File: src/rtl/tile_map_arbiter.sv
// Tile-map RAM arbiter: render port has priority, query/write ports share round-robin,
// with starvation stealing. Define TILE_MAP_ARBITER_STATS_EN to add grant statistics outputs.
module tile_map_arbiter #(
    parameter int NTILES     = 300,
    parameter int STARVE_MAX = 64
) (
    input  logic       clk,
    input  logic       reset,
    input  logic       r_req,
    input  logic [8:0] r_addr,
    output logic [3:0] r_rdata,
    output logic       r_valid,
    output logic       r_miss,
    input  logic       q_req,
    input  logic [8:0] q_addr,
    output logic       q_gnt,
    output logic [3:0] q_rdata,
    output logic       q_valid,
    input  logic       w_req,
    input  logic [8:0] w_addr,
    input  logic [3:0] w_data,
    output logic       w_gnt,
    output logic       mem_en,
    output logic       mem_we,
    output logic [8:0] mem_addr,
    output logic [3:0] mem_wdata,
    input  logic [3:0] mem_rdata,
    output logic       addr_err
`ifdef TILE_MAP_ARBITER_STATS_EN
    ,
    output logic [15:0] stat_q,
    output logic [15:0] stat_w,
    output logic [15:0] stat_steal
`endif
);

    localparam int CW = $clog2(STARVE_MAX + 1);

    typedef enum logic {RR_Q = 1'b0, RR_W = 1'b1} rr_t;

    rr_t           rr;
    logic [CW-1:0] q_wait;
    logic [CW-1:0] w_wait;
    logic          q_starved;
    logic          w_starved;
    logic          gnt_r;
    logic          gnt_q;
    logic          gnt_w;
    logic          steal;
    logic          any_gnt;
    logic          oor;
    logic [8:0]    sel_addr;
    logic          r_pend;
    logic          q_pend;
    logic          r_zero;
    logic          q_zero;

    assign q_starved = q_req && (q_wait == CW'(STARVE_MAX));
    assign w_starved = w_req && (w_wait == CW'(STARVE_MAX));

    // A starved Q/W port takes the render slot; otherwise render always wins.
    always_comb begin
        gnt_r = 1'b0;
        gnt_q = 1'b0;
        gnt_w = 1'b0;
        steal = 1'b0;
        if (!reset) begin
            if (r_req && (q_starved || w_starved)) begin
                steal = 1'b1;
                if (q_starved && w_starved) begin
                    if (rr == RR_Q) gnt_q = 1'b1;
                    else            gnt_w = 1'b1;
                end else if (q_starved) begin
                    gnt_q = 1'b1;
                end else begin
                    gnt_w = 1'b1;
                end
            end else if (r_req) begin
                gnt_r = 1'b1;
            end else if (q_req && w_req) begin
                if (rr == RR_Q) gnt_q = 1'b1;
                else            gnt_w = 1'b1;
            end else if (q_req) begin
                gnt_q = 1'b1;
            end else if (w_req) begin
                gnt_w = 1'b1;
            end
        end
    end

    always_comb begin
        sel_addr = 9'd0;
        if (gnt_r)      sel_addr = r_addr;
        else if (gnt_q) sel_addr = q_addr;
        else if (gnt_w) sel_addr = w_addr;
    end

    assign any_gnt   = gnt_r || gnt_q || gnt_w;
    assign oor       = any_gnt && (32'(sel_addr) >= NTILES);
    assign addr_err  = oor;
    assign mem_en    = any_gnt && !oor;
    assign mem_we    = gnt_w && !oor;
    assign mem_addr  = sel_addr;
    assign mem_wdata = gnt_w ? w_data : 4'h0;
    assign q_gnt     = gnt_q;
    assign w_gnt     = gnt_w;

    // Out-of-range reads still respond, but with zero data instead of the RAM output.
    assign r_valid = r_pend;
    assign q_valid = q_pend;
    assign r_rdata = (r_pend && !r_zero) ? mem_rdata : 4'h0;
    assign q_rdata = (q_pend && !q_zero) ? mem_rdata : 4'h0;

    always_ff @(posedge clk) begin
        if (reset) begin
            r_pend <= 1'b0;
            q_pend <= 1'b0;
            r_zero <= 1'b0;
            q_zero <= 1'b0;
            r_miss <= 1'b0;
            rr     <= RR_Q;
            q_wait <= '0;
            w_wait <= '0;
        end else begin
            r_pend <= gnt_r;
            q_pend <= gnt_q;
            r_zero <= gnt_r && oor;
            q_zero <= gnt_q && oor;
            r_miss <= steal;
            if (gnt_q)      rr <= RR_W;
            else if (gnt_w) rr <= RR_Q;
            if (!q_req || gnt_q)               q_wait <= '0;
            else if (q_wait != CW'(STARVE_MAX)) q_wait <= q_wait + 1'b1;
            if (!w_req || gnt_w)               w_wait <= '0;
            else if (w_wait != CW'(STARVE_MAX)) w_wait <= w_wait + 1'b1;
        end
    end

`ifdef TILE_MAP_ARBITER_STATS_EN
    // Saturating grant statistics.
    always_ff @(posedge clk) begin
        if (reset) begin
            stat_q     <= 16'd0;
            stat_w     <= 16'd0;
            stat_steal <= 16'd0;
        end else begin
            if (gnt_q && stat_q != 16'hFFFF)         stat_q     <= stat_q + 16'd1;
            if (gnt_w && stat_w != 16'hFFFF)         stat_w     <= stat_w + 16'd1;
            if (steal && stat_steal != 16'hFFFF)     stat_steal <= stat_steal + 16'd1;
        end
    end
`endif

endmodule

File: config.mk
export PLATFORM = sky130hd
export DESIGN_NAME = tile_map_arbiter
export DESIGN_NICKNAME = d
export VERILOG_FILES = /design/src/rtl/tile_map_arbiter.sv
export SDC_FILE = /design/constraint.sdc
export NUM_CORES = 1
export LEC_CHECK = 0
export ABC_AREA = 1
export CAP_MARGIN = 15
export CORE_MARGIN = 8
export CORE_UTILIZATION = 25
export DETAILED_ROUTE_END_ITERATION = 10
export PLACE_DENSITY_LB_ADDON = 0.25
export SLEW_MARGIN = 20
export SYNTH_ARGS = -nofsm -noshare
export SYNTH_HDL_FRONTEND = slang
export SYNTH_SLANG_ARGS = --single-unit
File: constraint.sdc
create_clock -name clk -period 2.8 [get_ports clk]
set_clock_uncertainty 0.15 [all_clocks]
set_input_delay 0.42 -clock clk [delete_from_list [all_inputs] [get_ports clk]]
set_output_delay 0.42 -clock clk [all_outputs]
set_load 0.005 [all_outputs]
# Word-level counts from Yosys, hierarchy flattened
# Cells that the tools add are included.
# totals
reg_bits	20
romBits	0
latch_bits	0
mem_bits_rw	0
mem_count	0
out_inout_bits	29
input_bits	40
elab_cells	69
# op_classes
n_shift	0
n_eq_ne	4
muxes	29
div	0
bitwise_logic	0
mul	0
n_reduce_logical	25
n_addsub	2
order_cmp	1
# ops
cell	count
$mux W9	3
$mux W1	23
$add A7 B1 Y7 const B	2
$eq A7 B7 Y1 const B	2
$ne A7 B7 Y1 const B	2
$logic_and A1 B1 Y1	12
$mux W4	3
$ge A9 B9 Y1 const B	1
$logic_not A1 Y1	5
$logic_or A1 B1 Y1	5
$reduce_or A2 Y1	2
$reduce_bool A2 Y1	1

# Depth between registers and ports, before layout
# Gate-level depths: netlist of the first run.
# logic_depth
depth_word	13
depth_mapped	16
ltp_nobuf	16

# Worst setup path after synthesis of the first run
# OpenSTA, ideal clock, no wires.
# synth_path
kind	reg2out
startpoint	reg w_wait[0]
endpoint	out mem_en
path_buffers	0
arrival_ps	1736
setup_slack_ps	494
path_stages_with_launch	15
required_ps	2230
cell_sequence	dfxtp_1 > inv_1 > ha_1 > nand2_1 > inv_2 > nand4_2 > nand3_4 > nor2_8 > inv_4 > or2_1 > nand2_2 > inv_2 > o21ai_4 > nand2_2 > nor2_1
# synth_between
elab_chain_cells	13
elab_cells_between_ends	22
classes_between	order compare (1); eq/ne (1); mux (11); reduce/logical (9)
# synth_lines
item	line_no	source
from (decl)	43	logic [CW-1:0] w_wait;
from (signal assigned)	135	else if (w_wait != CW'(STARVE_MAX)) w_wait <= w_wait + 1'b1;
$eq A7 B7 Y1 *	59	assign w_starved = w_req && (w_wait == CW'(STARVE_MAX));
$logic_and A1 B1 Y1 *	59	
$logic_and A1 B1 Y1 or $logic_or A1 B1 Y1 (tied branches)	70, 68	
$mux W1 or $logic_and A1 B1 Y1 (tied branches)	70, 68	
$mux W1	68	if (r_req && (q_starved || w_starved)) begin
$mux W1	67	if (!reset) begin
$mux W9	95	else if (gnt_w) sel_addr = w_addr;
$mux W9	94	else if (gnt_q) sel_addr = q_addr;
$mux W9 *	93	if (gnt_r) sel_addr = r_addr;
via mem_addr[8]	25	output logic [8:0] mem_addr,
$ge A9 B9 Y1 *	99	assign oor = any_gnt && (32'(sel_addr) >= NTILES);
$logic_and A1 B1 Y1 *	99	
via addr_err	28	output logic addr_err
$logic_not A1 Y1 *	101	assign mem_en = any_gnt && !oor;
$logic_and A1 B1 Y1 *	101	
to (decl)	23	output logic mem_en,
# Mark *: on every way through the listed nets, which the timed path passes. The rest lies on a longest branch.

# Worst setup path in the final report of the first run
# layout_path
startpoint	reg q_wait[0]
endpoint	out mem_addr[2]
# layout_between
elab_chain_cells	9
elab_cells_between_ends	18
classes_between	eq/ne (1); mux (13); reduce/logical (4)
# layout_lines
item	line_no	source
from (decl)	42	logic [CW-1:0] q_wait;
from (signal assigned)	133	else if (q_wait != CW'(STARVE_MAX)) q_wait <= q_wait + 1'b1;
$eq A7 B7 Y1 *	58	assign q_starved = q_req && (q_wait == CW'(STARVE_MAX));
$logic_and A1 B1 Y1 *	58	
$mux W1, or another cell as far along	73	end else if (q_starved) begin
$mux W1 or $logic_and A1 B1 Y1 (tied branches)	70, 68	
$mux W1	68	
$mux W1	67	
$mux W9	95	
$mux W9	94	
$mux W9 *	93	
to (decl)	25	
# Mark *: on every way between the ends. The rest lies on a longest branch, timed or not.

==> out/metrics.yaml, run 1 <==
outcome:
  status: "completed"
synth:
  synth-seq-area-share: 0.267
  syn-cell-area_mm2: 0.00150
  yosys.area.top_type: "dfxtp_1"
  syn_inst: 208
  yosys.cell_types.count: 33
  synth-seq-cells: 20
  synthArstFlopShare: 0
  synth_edf_count: 0
  synth.top_cell.area_share: 0.267
  postSynthAreaPerCell_um2: 7.22
  yosys_most_used_dff: "dfxtp_1"
  yosys_warnings: 0
  netlist_top_cells_area: "dfxtp_1 (27%), nand2_1 (8.8%), nor2_1 (8.0%)"
  syn_nets: 252
critical_path:
  crit_fanout: 6
  path_cells: "inv_2, ha_4, nand2_4, inv_4, nand3_4, nor2_4, nand3_4, nand2_4, nand3_1, nand3_2, buf_4, clkdlybuf4s50_1"
  crit_arrival_ns: 2.17
  start_kind: "flop"
  endpoint_kind: "primary output"
  crit_slowest_cell: "clkdlybuf4s50_1"
  timing.rr.start: "q_wait[0]"
  r2r_setup_slack_ns: 0.69
  critPathKind: "flop to primary output"
  crit_path_max_incr_delay_ns: 0.49
  crit_path_start: "q_wait[0]"
  worst_ep_required_time_ns: 2.23
  critPathCapture: "mem_addr[2]"
  r2r_cells: 16
  rr_endpoint: "r_zero"
clocking:
  root_buffer: "clkbuf_8"
  clk_pin_slew_ns: 0.07
  tritoncts: "yes"
  cts_buffers: 3
  ctsHoldBuffers: 0
  clk_latency_ns: 0.25
  htree_levels: 1
  cts.sinks: 20
  clock_path_buffers: 2
timing:
  fin_ws_ns: 0.0591
  min_period_ns: 2.74
  tightest_slew_ns: 0.300
  setup_viol: 0
  grt_setup_unrepaired: "yes"
  relSlewSlack: 0.799
  drv_slew: 0
  clock.fmax_ghz: 0.365
  tns_ns: 0
  final-hold-violation-count: 0
  period_share: 0.979
die:
  ios: 69
  die_y_um: 93.5
  die_w_um: 93.5
  design.core.area_mm2: 0.00585
  die_area_mm2: 0.00874
  rows: 28
  start_util: 0.257
power:
  powerDensity_mw_per_mm2: 267
  p_leak_nw: 1.29
  power.total_mw: 0.720
  sw_frac_of_total: 0.267
  seqPwrFrac: 0.408
  power_frac_comb: 0.338
  max-vdd-ir-drop_mv: 0.140
  clockPowerShare: 0.254
  p_sw_mw: 0.193
  intPower_mw: 0.528
drt:
  dr.pass1.iters: 4
  drt_wl_total_um: 4430
  via_count: 1607
  wl_per_cell_um: 11.3
  drtIter0Drc: 63
  ant_nets: 0
  drc: 0
  via_per_inst: 4.09
final_layout:
  regArea_um2: 404
  fillers: 587
  nNetsFinal: 364
  stdcell_count: 393
  drive_above_1_share: 0.321
  area_growth_pct: 79.7
  stdcell_area_mm2: 0.00270
  antenna_cells: 0
  multi_input_area_mm2: 0.00103
placed_design:
  dp_cells: 386
  gp_congestion: 0.788
  dp_slack_ns: -0.485
  dpl_cell_area_mm2: 0.00254
  io_buffer_count: 68
  dp_hpwl_um: 3710
global_route:
  grt_overflow: 0
  grt_pass1_vias: 1636
  antenna_found_initial: 0
  grt_start_max_net_pins: 11
  grt_pass1_wl_um: 7260
  grt_usage: 0.101
job:
  maxCapViolations: 0
worst_hold_path:
  min_path_type: "flop to flop"
-- routing by layer --
layer	up-vias	wire, um	track usage
li1	881	-	-
met1	689	1990	0.123
met2	33	2180	0.169
met3	4	188	0.0184
met4	0	62	0.0443
met5	-	0	0
-- timing repair --
item / in CTS / in global routing
buffers inserted: 2 / 2
setup endpoints to repair: 18 / 12
gates resized for setup: 28 / 26
pin swaps: 6 / 14
-- flip-flops by register name, summed over array words and instances, names as in the netlist --
name,count
rr,1
r_valid,1
q_wait,7
q_valid,1
q_zero,1
w_wait,7
r_miss,1
r_zero,1
-- synthesized netlist by cell type (5+ instances only) --
cell type,count
a21oi_1,7
dfxtp_1,20
inv_1,31
inv_2,5
nand2_1,35
nand2_4,5
nand3_1,14
nand3_2,5
nand4_1,8
nor2_1,32
nor2_4,5
-- layout by cell type (no fill, tap or decap), types with 5 or more instances in the layout --
cell type         n
a21oi_1           7
nand3_2           7
buf_4            37
inv_1            28
nor2_4            5
clkdlybuf4s50_1  50
dlymetal6s2s_1    5
nand3_4           5
nand3_1          11
dfxtp_1          17
nand2_1          33
nand2_4           6
inv_2             7
nand4_1           8
dlygate4sd2_1     9
nor2_1           30
nand2_2           5
-- kinds of logic (layout without fill, tap and decap cells) --
| group | after synthesis | in the layout | share of synthesized area |
|---|---|---|---|
| AND/OR/NAND/NOR | 129 | 129 | 0.521 |
| buffers and inverters | 39 | 149 | 0.103 |
| flip-flops | 20 | 20 | 0.267 |
| AO/OA/AOI/OAI | 12 | 12 | 0.0533 |
| adder cells (fa/ha/maj) | 4 | 4 | 0.0333 |
| XOR/XNOR | 4 | 4 | 0.0233 |
-- cell type report --
cell class / count / share of cell area
Multi-Input combinational cell: 149 / 0.383
Sequential cell: 20 / 0.150
Tap cell: 75 / 0.0348
Timing Repair Buffer: 107 / 0.359
Inverter: 39 / 0.0580
Clock buffer: 3 / 0.0153
-- worst min path at each step --
| stage | startpoint | endpoint | slack, ns | cells past startpoint |
|---|---|---|---|---|
| final | rr | rr | 0.34 | 2 |
| after global routing | w_wait[6] | w_wait[6] | 0.37 | 2 |
| after CTS | w_wait[6] | w_wait[6] | 0.34 | 2 |
| after detailed placement | w_wait[6] | w_wait[6] | 0.33 | 2 |
| after global placement | w_wait[6] | w_wait[6] | 0.32 | 2 |
| after floorplan | w_wait[6] | w_wait[6] | 0.30 | 2 |
-- per-stage QoR --
| step | util | hold WS, ns |
|---|---|---|
| after floorplan | - | 0.302 |
| after global placement | 0.434 | 0.318 |
| after detailed placement | 0.434 | 0.332 |
| after CTS | 0.446 | 0.343 |
| after global routing | 0.461 | 0.373 |
| final | 0.461 | 0.337 |
-- power groups by stage --
stage | clock network, mW | registers (mW) | logic [mW]
after floorplan | 0 | 0.300 | 0.0851
after global placement | 0 | 0.300 | 0.245
after detailed placement | 0 | 0.300 | 0.245
after CTS | 0.192 | 0.293 | 0.241
after global routing | 0.208 | 0.295 | 0.267
final | 0.183 | 0.294 | 0.244
-- critical path, delay by kind of cell, from the launching register on --
kind,cells,cell delay (ns)
adder cells (fa/ha/maj),1,0.13
flip-flops,1,0.32
buffers and inverters,4,0.74
AND/OR/NAND/NOR,7,0.71
No activity file was read; power rests on OpenSTA's default activity.
==> run 2, diff against run 1 <==
--- a/config.mk
+++ b/config.mk
@@ -7,6 +7,8 @@
 export LEC_CHECK = 0
 export ABC_AREA = 1
 export CAP_MARGIN = 15
+export CELL_PAD_IN_SITES_DETAIL_PLACEMENT = 1
+export CELL_PAD_IN_SITES_GLOBAL_PLACEMENT = 1
 export CORE_MARGIN = 8
 export CORE_UTILIZATION = 25
 export DETAILED_ROUTE_END_ITERATION = 10
==> run 2 against run 1 <==
Compared with the run above:
- clock power is 23% higher
- cell count is 3.6% higher
- clock-buffer cell count is 1 higher
- flip-flop and latch count stayed put
- critical path depth is 4 higher
- die area stayed put
- routed wire length is 23% higher
- design area is 5.0% higher
- critical path type unchanged
- largest power group unchanged
==> out/metrics.yaml, run 2 (synthesized netlist as in run 1, its figures left out) <==
global_route:
  antenna_found_initial: 0
  grt_overflow: 0
  met2_usage: 0.214
  grt_usage: 0.121
  use_met1: 0.138
  grt_pass1_vias: 1843
  grt_start_max_net_pins: 12
  grt_busiest_layer: "met2"
  grt_pass1_wl_um: 8670
  use_met3: 0.0280
outcome:
  status: "completed"
power:
  p_leak_nw: 1.33
  max-vdd-ir-drop_mv: 0.130
  powerDensity_mw_per_mm2: 279
critical_path:
  critPathKind: "flop to primary output"
  r2r_setup_slack_ns: 0.56
  rr_endpoint: "r_zero"
  crit_arrival_ns: 2.21
  crit_path_start: "q_wait[0]"
  timing.rr.start: "q_wait[0]"
  critPathCapture: "mem_en"
  r2r_cells: 17
  endpoint_kind: "primary output"
  worst_ep_required_time_ns: 2.23
  start_kind: "flop"
  crit_fanout: 5
clocking:
  cts.sinks: 20
  tritoncts: "yes"
  root_buffer: "clkbuf_8"
  ctsHoldBuffers: 0
  cts_buffers: 3
  clock_path_buffers: 2
  htree_levels: 1
  clk_pin_slew_ns: 0.08
  clk_latency_ns: 0.26
drt:
  drtIter0Drc: 55
  drc: 0
  via_per_inst: 4.27
  wl_per_cell_um: 13.4
  ant_nets: 0
  via_count: 1736
  dr.pass1.iters: 4
  drt_wl_total_um: 5440
die:
  ios: 69
  die_area_mm2: 0.00874
  die_y_um: 93.5
  design.core.area_mm2: 0.00585
  die_w_um: 93.5
  start_util: 0.257
  rows: 28
final_layout:
  area_growth_pct: 88.7
  multi_input_area_mm2: 0.00107
  final_core_util: 0.484
  stdcell_count: 407
  reg_top3: "q_wait: 7 flops, w_wait: 7 flops"
  final_common_cell: "clkdlybuf4s50_1"
  nNetsFinal: 376
  stdcell_area_mm2: 0.00283
  regArea_um2: 405
  fillers: 721
  drive_above_1_share: 0.356
  layout_common_cells: "clkdlybuf4s50_1 (51), buf_4 (48), nand2_1 (32)"
worst_hold_path:
  min_path_type: "flop to flop"
placed_design:
  dpl_cell_area_mm2: 0.00255
  dp_hpwl_um: 4340
  dp_cells: 388
  io_buffer_count: 68
  gp_congestion: 0.843
timing:
  tightest_slew_ns: 0.314
  relSlewSlack: 0.790
  drv_slew: 0
  clock.fmax_ghz: 0.359
  min_period_ns: 2.78
  final-hold-violation-count: 0
  period_share: 0.994
  grt_setup_unrepaired: "yes"
  setup_viol: 0
job:
  maxCapViolations: 0
[run 2: cell count changes in the layout (fill, tap and decap cells not counted), moves of 2 or more]
cell	change
clkbuf_2	+2
dlymetal6s2s_1	-3
buf_4	+11
nand2_4	+3
nand2_2	-2
buf_2	-2
dlygate4sd2_1	+2
nor2_2	-3
inv_1	-2
inv_2	+2
nor2_4	+4
[run 2: layout make-up]
| class | instances | share of cell area |
|---|---|---|
| sequential | 20 | 0.143 |
| clock buffer | 4 | 0.0194 |
| timing repair buffer | 119 | 0.371 |
| tap | 75 | 0.0331 |
| antenna | 1 | 0.000883 |
| multi-input combinational | 149 | 0.377 |
| inverter | 39 | 0.0552 |
[run 2: metrics by stage]
stage                     TNS, ns  setup slack (ns)  hold slack [ns]  total power, mW
after global placement      -2.57            -0.416            0.316            0.548
after floorplan                 0             0.494            0.302            0.385
final                           0            0.0157            0.334            0.791
after global routing       -0.915            -0.170            0.365            0.839
after detailed placement    -3.28            -0.444            0.325            0.551
after CTS                  -0.410            -0.137            0.338            0.786
[run 2: layer usage]
layer	routed length (um)	up-vias	share of wire
li1	-	909	-
met1	2230	778	0.41
met2	2880	41	0.53
met3	207	8	0.038
met4	118	0	0.022
met5	0	-	0
[run 2: how the worst min path moves through the flow]
stage,start,endpoint,slack (ns),depth (start not counted)
final,w_wait[6],w_wait[6],0.33,2
after global routing,w_wait[6],w_wait[6],0.37,2
after CTS,w_wait[6],w_wait[6],0.34,2
after detailed placement,w_wait[6],w_wait[6],0.32,2
after global placement,w_wait[6],w_wait[6],0.32,2
after floorplan,w_wait[6],w_wait[6],0.30,2
[run 2: timing repair]
action | 4_1_cts | 5_1_grt
pin swaps | 5 | 17
endpoints found under the hold margin | 0 | 0
buffers inserted | 9 | 5
setup endpoints to repair | 18 | 13
resized for setup | 25 | 37
[run 2: worst max-delay path, stage by stage, from the launching register on]
cell and delay, ns:
dfxtp_2 0.33, inv_2 0.07, ha_4 0.13, nand2_4 0.05
inv_4 0.08, nand3_4 0.07, nor2_4 0.13, nand3_4 0.13
nand2_4 0.12, nor2_8 0.04, buf_6 0.11, nand2_4 0.05
nand3_4 0.11, o21ai_4 0.19, nand2_2 0.10, nor2_1 0.12
buf_2 0.13
[run 2: power breakdown]
group | switching, mW | internal [mW]
clock network | 0.101 | 0.125
logic | 0.117 | 0.154
registers | 0.00348 | 0.291
total | 0.221 | 0.570
==> run 3, diff against run 2 <==
--- a/config.mk
+++ b/config.mk
@@ -13,7 +13,6 @@
 export CORE_UTILIZATION = 25
 export DETAILED_ROUTE_END_ITERATION = 10
 export PLACE_DENSITY_LB_ADDON = 0.25
-export SLEW_MARGIN = 20
 export SYNTH_ARGS = -nofsm -noshare
 export SYNTH_HDL_FRONTEND = slang
 export SYNTH_SLANG_ARGS = --single-unit
==> results of run 3 <==
Final layout, timing and power as in run 2 (identical DEF).
